--- config.mk ---
export PLATFORM = sky130hd
export DESIGN_NAME = drop_scheduler
export DESIGN_NICKNAME = d
export VERILOG_FILES = /design/src/rtl/drop_sched_pkg.sv /design/src/rtl/drop_scheduler_slot_alloc.sv /design/src/rtl/drop_scheduler.sv
export SDC_FILE = /design/constraint.sdc
export NUM_CORES = 1
export LEC_CHECK = 0
export ABC_CLOCK_PERIOD_IN_PS = 7850
export CAP_MARGIN = 20
export CORE_MARGIN = 2
export CORE_UTILIZATION = 35
export CTS_CLUSTER_DIAMETER = 60
export DETAILED_ROUTE_END_ITERATION = 10
export DONT_BUFFER_PORTS = 1
export PLACE_DENSITY = 0.57
export SYNTH_ARGS = -nofsm -noshare
export SYNTH_HDL_FRONTEND = slang
export SYNTH_SLANG_ARGS = --single-unit
--- constraint.sdc ---
create_clock -name frame_clk -period 7.85 [get_ports frame_clk]
set_input_delay 2.355 -clock frame_clk [delete_from_list [all_inputs] [get_ports frame_clk]]
set_output_delay 2.355 -clock frame_clk [all_outputs]
set_load 0.01 [all_outputs]
--- src/rtl/drop_sched_pkg.sv ---
// Shared types and constants for the chart-driven drop scheduler.
// The FSM state set, the chart word layout and the two control keycodes live here.
package drop_sched_pkg;

  typedef enum logic [2:0] {
    IDLE   = 3'd0,
    FETCH  = 3'd1,
    WAIT   = 3'd2,
    LAUNCH = 3'd3,
    DRAIN  = 3'd4,
    DONE   = 3'd5
  } sched_state_t;

  typedef struct packed {
    logic        last;
    logic [1:0]  lane;
    logic [11:0] launch_frame;
  } chart_entry_t;

  localparam logic [7:0]  KEY_START = 8'h2c;
  localparam logic [7:0]  KEY_ABORT = 8'h01;
  localparam logic [11:0] FRAME_MAX = 12'hFFF;

  // Pool is at most 16 slots, so callers zero-extend their masks to 16 bits.
  function automatic logic [4:0] popcount16(input logic [15:0] v);
    logic [4:0] c;
    c = '0;
    for (int i = 0; i < 16; i++) begin
      c = c + {4'd0, v[i]};
    end
    return c;
  endfunction

endpackage

--- src/rtl/drop_scheduler_slot_alloc.sv ---
// Lowest-index free-slot picker for the dropper pool.
// Purely combinational: busy mask in, {any_free, one-hot grant} out.
module slot_alloc #(
  parameter int NUM_SLOTS = 8
) (
  input  logic [NUM_SLOTS-1:0] i_busy,
  output logic                 o_any_free,
  output logic [NUM_SLOTS-1:0] o_grant
);

  logic [NUM_SLOTS-1:0] w_free;

  // x & -x isolates the lowest set bit, i.e. the lowest-index free slot.
  always_comb begin
    w_free     = ~i_busy;
    o_any_free = |w_free;
    o_grant    = w_free & (~w_free + NUM_SLOTS'(1));
  end

endmodule

--- src/rtl/drop_scheduler.sv ---
// Chart sequencer: fetches notes, launches them into free dropper slots at
// their charted frame, and folds slot completions into score/combo counters.
module drop_scheduler
  import drop_sched_pkg::*;
#(
  parameter int NUM_SLOTS   = 8,
  parameter int CHART_DEPTH = 32
) (
  input  logic                           frame_clk,
  input  logic                           Reset,
  input  logic [7:0]                     keycode,
  output logic [$clog2(CHART_DEPTH)-1:0] chart_addr,
  input  logic [14:0]                    chart_data,
  output logic [NUM_SLOTS-1:0]           launch,
  output logic [1:0]                     launch_lane,
  output logic                           slot_clear,
  input  logic [NUM_SLOTS-1:0]           done_valid,
  input  logic [NUM_SLOTS-1:0]           done_hit,
  output logic [15:0]                    score,
  output logic [7:0]                     combo,
  output logic [7:0]                     max_combo,
  output logic                           playing,
  output logic                           game_over
);

  localparam int AW = $clog2(CHART_DEPTH);
  localparam logic [AW-1:0] LAST_PTR = AW'(CHART_DEPTH - 1);

  sched_state_t         r_state;
  sched_state_t         w_next;
  logic [AW-1:0]        r_ptr;
  logic [11:0]          r_frame;
  chart_entry_t         r_entry;
  chart_entry_t         w_entry;
  logic [NUM_SLOTS-1:0] r_busy;
  logic [NUM_SLOTS-1:0] r_launch;
  logic [1:0]           r_lane;
  logic                 r_slotClear;
  logic [15:0]          r_score;
  logic [7:0]           r_combo;
  logic [7:0]           r_maxCombo;
  logic                 r_playing;
  logic                 r_gameOver;

  logic                 w_abort;
  logic                 w_anyFree;
  logic [NUM_SLOTS-1:0] w_grant;
  logic                 w_doLaunch;
  logic                 w_isPlaying;
  logic                 w_nextPlaying;
  logic [NUM_SLOTS-1:0] w_hits;
  logic [NUM_SLOTS-1:0] w_misses;
  logic [4:0]           w_hitCnt;
  logic [16:0]          w_scoreSum;
  logic [8:0]           w_comboSum;
  logic [7:0]           w_comboNext;
  logic [7:0]           w_maxNext;

  slot_alloc #(
    .NUM_SLOTS (NUM_SLOTS)
  ) u_slot_alloc (
    .i_busy     (r_busy),
    .o_any_free (w_anyFree),
    .o_grant    (w_grant)
  );

  assign w_entry     = chart_entry_t'(chart_data);
  assign w_abort     = (keycode == KEY_ABORT) && (r_state != IDLE);
  assign w_isPlaying = (r_state == FETCH) || (r_state == WAIT) ||
                       (r_state == LAUNCH) || (r_state == DRAIN);
  assign chart_addr  = r_ptr;

  always_comb begin
    w_next = r_state;
    case (r_state)
      IDLE:    if (keycode == KEY_START) w_next = FETCH;
      FETCH:   w_next = WAIT;
      WAIT:    if ((r_frame >= w_entry.launch_frame) && w_anyFree) w_next = LAUNCH;
      LAUNCH:  w_next = (r_entry.last || (r_ptr == LAST_PTR)) ? DRAIN : FETCH;
      DRAIN:   if (r_busy == '0) w_next = DONE;
      DONE:    w_next = DONE;
      default: w_next = IDLE;
    endcase
    // Abort outranks every other transition, including the DRAIN/DONE exits.
    if (w_abort) w_next = IDLE;
  end

  assign w_doLaunch    = (r_state == WAIT) && (w_next == LAUNCH);
  assign w_nextPlaying = (w_next == FETCH) || (w_next == WAIT) ||
                         (w_next == LAUNCH) || (w_next == DRAIN);

  always_ff @(posedge frame_clk or posedge Reset) begin
    if (Reset) begin
      r_state <= IDLE;
      r_ptr   <= '0;
      r_frame <= '0;
      r_entry <= '0;
    end else begin
      r_state <= w_next;
      if (r_state == WAIT) r_entry <= w_entry;
      if (w_abort || (r_state == IDLE)) begin
        r_ptr   <= '0;
        r_frame <= '0;
      end else begin
        if ((r_state == LAUNCH) && (w_next == FETCH)) r_ptr <= r_ptr + AW'(1);
        if (w_isPlaying && (r_frame != FRAME_MAX)) r_frame <= r_frame + 12'd1;
      end
    end
  end

  // Launch sets the busy bit on the same edge the WAIT->LAUNCH decision is
  // taken, so the one-hot pulse and the busy bit appear together.
  always_ff @(posedge frame_clk or posedge Reset) begin
    if (Reset) begin
      r_busy      <= '0;
      r_launch    <= '0;
      r_lane      <= '0;
      r_slotClear <= 1'b0;
      r_playing   <= 1'b0;
      r_gameOver  <= 1'b0;
    end else begin
      r_launch    <= w_doLaunch ? w_grant : '0;
      r_lane      <= w_doLaunch ? w_entry.lane : 2'd0;
      r_slotClear <= w_abort;
      r_playing   <= w_nextPlaying;
      r_gameOver  <= (w_next == DONE);
      if (w_abort) r_busy <= '0;
      else         r_busy <= (r_busy & ~done_valid) | (w_doLaunch ? w_grant : '0);
    end
  end

  // Only completions from busy slots count; stray pulses are dropped here.
  always_comb begin
    w_hits      = done_valid & r_busy & done_hit;
    w_misses    = done_valid & r_busy & ~done_hit;
    w_hitCnt    = popcount16(16'(w_hits));
    w_scoreSum  = {1'b0, r_score} + 17'(w_hitCnt);
    w_comboSum  = {1'b0, r_combo} + 9'(w_hitCnt);
    w_comboNext = (|w_misses) ? 8'd0 : (w_comboSum[8] ? 8'hFF : w_comboSum[7:0]);
    w_maxNext   = (w_comboNext > r_maxCombo) ? w_comboNext : r_maxCombo;
  end

  always_ff @(posedge frame_clk or posedge Reset) begin
    if (Reset) begin
      r_score    <= '0;
      r_combo    <= '0;
      r_maxCombo <= '0;
    end else if (w_abort) begin
      r_score    <= '0;
      r_combo    <= '0;
      r_maxCombo <= '0;
    end else begin
      r_score    <= w_scoreSum[16] ? 16'hFFFF : w_scoreSum[15:0];
      r_combo    <= w_comboNext;
      r_maxCombo <= w_maxNext;
    end
  end

  assign launch      = r_launch;
  assign launch_lane = r_lane;
  assign slot_clear  = r_slotClear;
  assign score       = r_score;
  assign combo       = r_combo;
  assign max_combo   = r_maxCombo;
  assign playing     = r_playing;
  assign game_over   = r_gameOver;

endmodule
==> flow_summary.json, run 1 <==
{
  "layout_worst_path_cycle_share_pct": 94.7,
  "dpl_worst_slack_ns": 0.0340,
  "route.detailed.drc": 0,
  "crit_fanout": 4,
  "period_needed_ns": 7.43,
  "viasPerCell": 5.11,
  "arrival_ns": 7.65,
  "max_cap_viol_count": 0,
  "synth.distinct_cells": 63,
  "drv_slew": 0,
  "yosys.area_share.adder_pct": 12.2,
  "synth_top_flop_cell": "dfrtp_1",
  "ys_seq_elements": 74,
  "area_delta_synth_final_pct": 11.8,
  "yosysSeqAreaShare_pct": 41.3,
  "rsz0062_at_grt": "false",
  "clk_pin_slew_ns": 0.06,
  "grt_pass1_vias": 3241,
  "syn_area_per_cell_um2": 9.79,
  "synth_async_sr_flop_share_pct": 100,
  "vias": 3292,
  "htreeDepth": 3,
  "numPortBuffers": 0,
  "use_met3_pct": 5.82,
  "postCtsSetupBuffers": 0,
  "worst_slew_pin_slew_ns": 0.950,
  "synth_cells": 458,
  "routedWlPerCell_um": 15.8,
  "grt_use_met1_pct": 16.5,
  "peakVddDrop_mv": 0.0760,
  "cts-root-buf": "clkbuf_16",
  "fin_ws_ns": 0.418,
  "numCtsBuffers": 9,
  "firstDrtPassIters": 4,
  "yosys.area_share.simple_pct": 22.6,
  "cts_tree": "done",
  "gr-total-overflow": 0,
  "antenna_cells": 0,
  "crit_path_start_kind": "input pin",
  "dpl_cell_area_um2": 4710,
  "ios": 91,
  "antenna_found_initial": 0,
  "fin_area_um2": 5020,
  "grt_use_met2_pct": 26.9,
  "postRouteAntennaNets": 0,
  "status": "finished clean",
  "nets": 548,
  "p_leak_uw": 0.00240,
  "cts_resized": 0,
  "gp_congestion": 0.848,
  "path_class": "in -> reg",
  "max_freq_mhz": 135,
  "layout-drive-gt1-share_pct": 8.90,
  "synth_area_um2": 4490,
  "placementRows": 41,
  "crit_required_ns": 8.07,
  "synth_compound_area_share_pct": 11.4,
  "clock_path_buffers": 2,
  "cts_hold_buf": 0,
  "grt_usage_pct": 15.3,
  "max_slew_margin_pct": 36.7,
  "grt_max_degree": 75,
  "yosys.area.top_type_share_pct": 41.3,
  "die_w_um": 117,
  "grt_pass1_wl_um": 15900,
  "synth_edf_count": 0,
  "syn_nets": 539,
  "drtIter0Drc": 157,
  "synth_area_leaders": "dfrtp_1, ha_1, xor2_1",
  "grt_busiest_layer": "met2",
  "setup_viol": 0,
  "final.setup.tns_ns": 0,
  "cts.sinks": 74,
  "die_height_um": 117,
  "drt-total-wl_um": 10200,
  "hold_path_class": "reg -> reg",
  "power.density_nw_per_um2": 203,
  "hpwl_um": 7790,
  "core_area_um2": 12600,
  "synth_top_family_by_area": "simple AND/OR/NAND/NOR gates",
  "fp.dieArea_um2": 13700,
  "clk_latency_ns": 0.34,
  "muxShareOfSynthArea_pct": 2.51,
  "floorplan.initialDensity_pct": 35.7,
  "crit_path_end_kind": "flop",
  "skew_ns": 0.00824,
  "synth_xor_area_share_pct": 5.47,
  "yosysWarnings": 0,
  "yosysTopAreaCell": "dfrtp_1",
  "hold_violations": 0
}
cells in the mapped netlist (all sizes together) (2+ instances only):
cell type	number
o21ba	4
and4	3
nor3b	4
nand4	11
nor2	43
o211ai	2
buf	9
inv	39
nand2b	9
dfrtp	74
a21oi	30
and3	13
clkbuf	3
nor4	8
or2	6
o21bai	2
a22o	2
fa	6
nand2	28
a21boi	3
and2b	2
nand3	14
xor2	20
or4	2
mux2i	9
o21ai	9
mux2	2
a21o	4
o22ai	6
and2	4
ha	34
nor3	11
nor2b	16
xnor2	8
a31oi	3
cell usage in the layout (no fill, tap or decap), drive strengths merged, types with 3 or more instances in the layout:
cell type,count
inv,39
a31oi,3
dfrtp,74
nor4,8
a21boi,3
nor3,11
and2,4
ha,34
o21ai,9
mux2i,9
o22ai,6
nand2b,9
nand4,11
xor2,20
nor3b,4
and3,13
buf,10
or2,6
nand2,28
nor2,43
a21oi,30
clkbuf,15
nor2b,16
and4,3
nand3,14
fa,6
a21o,4
o21ba,4
xnor2,8
flip-flops by register name (all words and copies together) (netlist names), 2 cells and up:
register,flops
r_state,3
score,16
combo,8
max_combo,8
chart_addr,5
launch,8
r_frame,12
r_busy,8
launch_lane,2
where the power goes:
group          internal [uW]  leakage [uW]  switching, uW
logic                   82.9       0.00123           98.7
clock network            257      0.000152            155
registers                400       0.00102           25.7
critical path, stage by stage:
cell and delay (ns):
and3_1 0.19, fa_1 0.53, inv_1 0.05, fa_1 0.50, fa_1 0.54, inv_1 0.04, ha_1 0.21, fa_1 0.38
xor2_1 0.20, ha_1 0.34, a21oi_1 0.09, buf_4 0.15, o21bai_1 0.19, a21boi_0 0.12, o41a_1 0.39, ha_1 0.32
a21o_1 0.16, a21oi_1 0.14, nor2b_1 0.06, o22ai_1 0.12, o31a_1 0.18, buf_4 0.15, mux2i_1 0.19, nor2_1 0.05
routing by layer:
metal / vias to the layer above / wire length [um] / part of all wire [%]
met5: - / 0 / 0
met4: 0 / 196 / 1.9
met3: 13 / 686 / 6.7
met2: 75 / 5260 / 52
met1: 1593 / 4030 / 40
li1: 1611 / - / -
logic make-up (layout without fill, tap and decap cells):
logic type / after synthesis / after routing
AND/OR/NAND/NOR: 178 / 178
AO/OA/AOI/OAI: 76 / 76
flip-flops: 74 / 74
buffers and inverters: 51 / 65
adder cells (fa/ha/maj): 40 / 40
XOR/XNOR: 28 / 28
multiplexers: 11 / 11
final cells by class:
class,count,area (um2)
clock buffer,15,298
clock inverter,1,5.00
inverter,39,146
tap,172,215
multi-input combinational,333,2420
timing repair buffer,10,75.1
sequential,74,1850
fill,1281,7550
final timing paths:
kind / slack, ns / endpoint / cells after the start / startpoint
max reg2reg: 1.91 / max_combo[1] / 24 / r_busy[0]
min reg2reg: 0.56 / launch[3] / 1 / r_busy[3]
min: 0.56 / launch[3] / 1 / r_busy[3]
max: 0.42 / max_combo[1] / 24 / done_hit[0]
min in group asynchronous: 2.20 / chart_addr[1] / 2 / Reset
max in group asynchronous: 5.05 / combo[7] / 2 / Reset
stage by stage:
| step | cells | hold WS [ns] | utilization, % | power [uW] |
|---|---|---|---|---|
| after floorplan | 458 | 0.493 | - | 566 |
| after global placement | 628 | 0.544 | 37.5 | 611 |
| after detailed placement | 628 | 0.544 | 37.5 | 618 |
| after CTS | 644 | 0.558 | 39.9 | 1040 |
| after global routing | 644 | 0.578 | 39.9 | 1080 |
| final | 644 | 0.557 | 39.9 | 1020 |
No activity file was read; power rests on OpenSTA's default activity.
==> inputs of run 2 (changes only) <==
Settings changed: SKIP_CTS_REPAIR_TIMING set to 1.
==> results of run 2 <==
The final DEF is identical to that of run 1; final timing and power are the same.
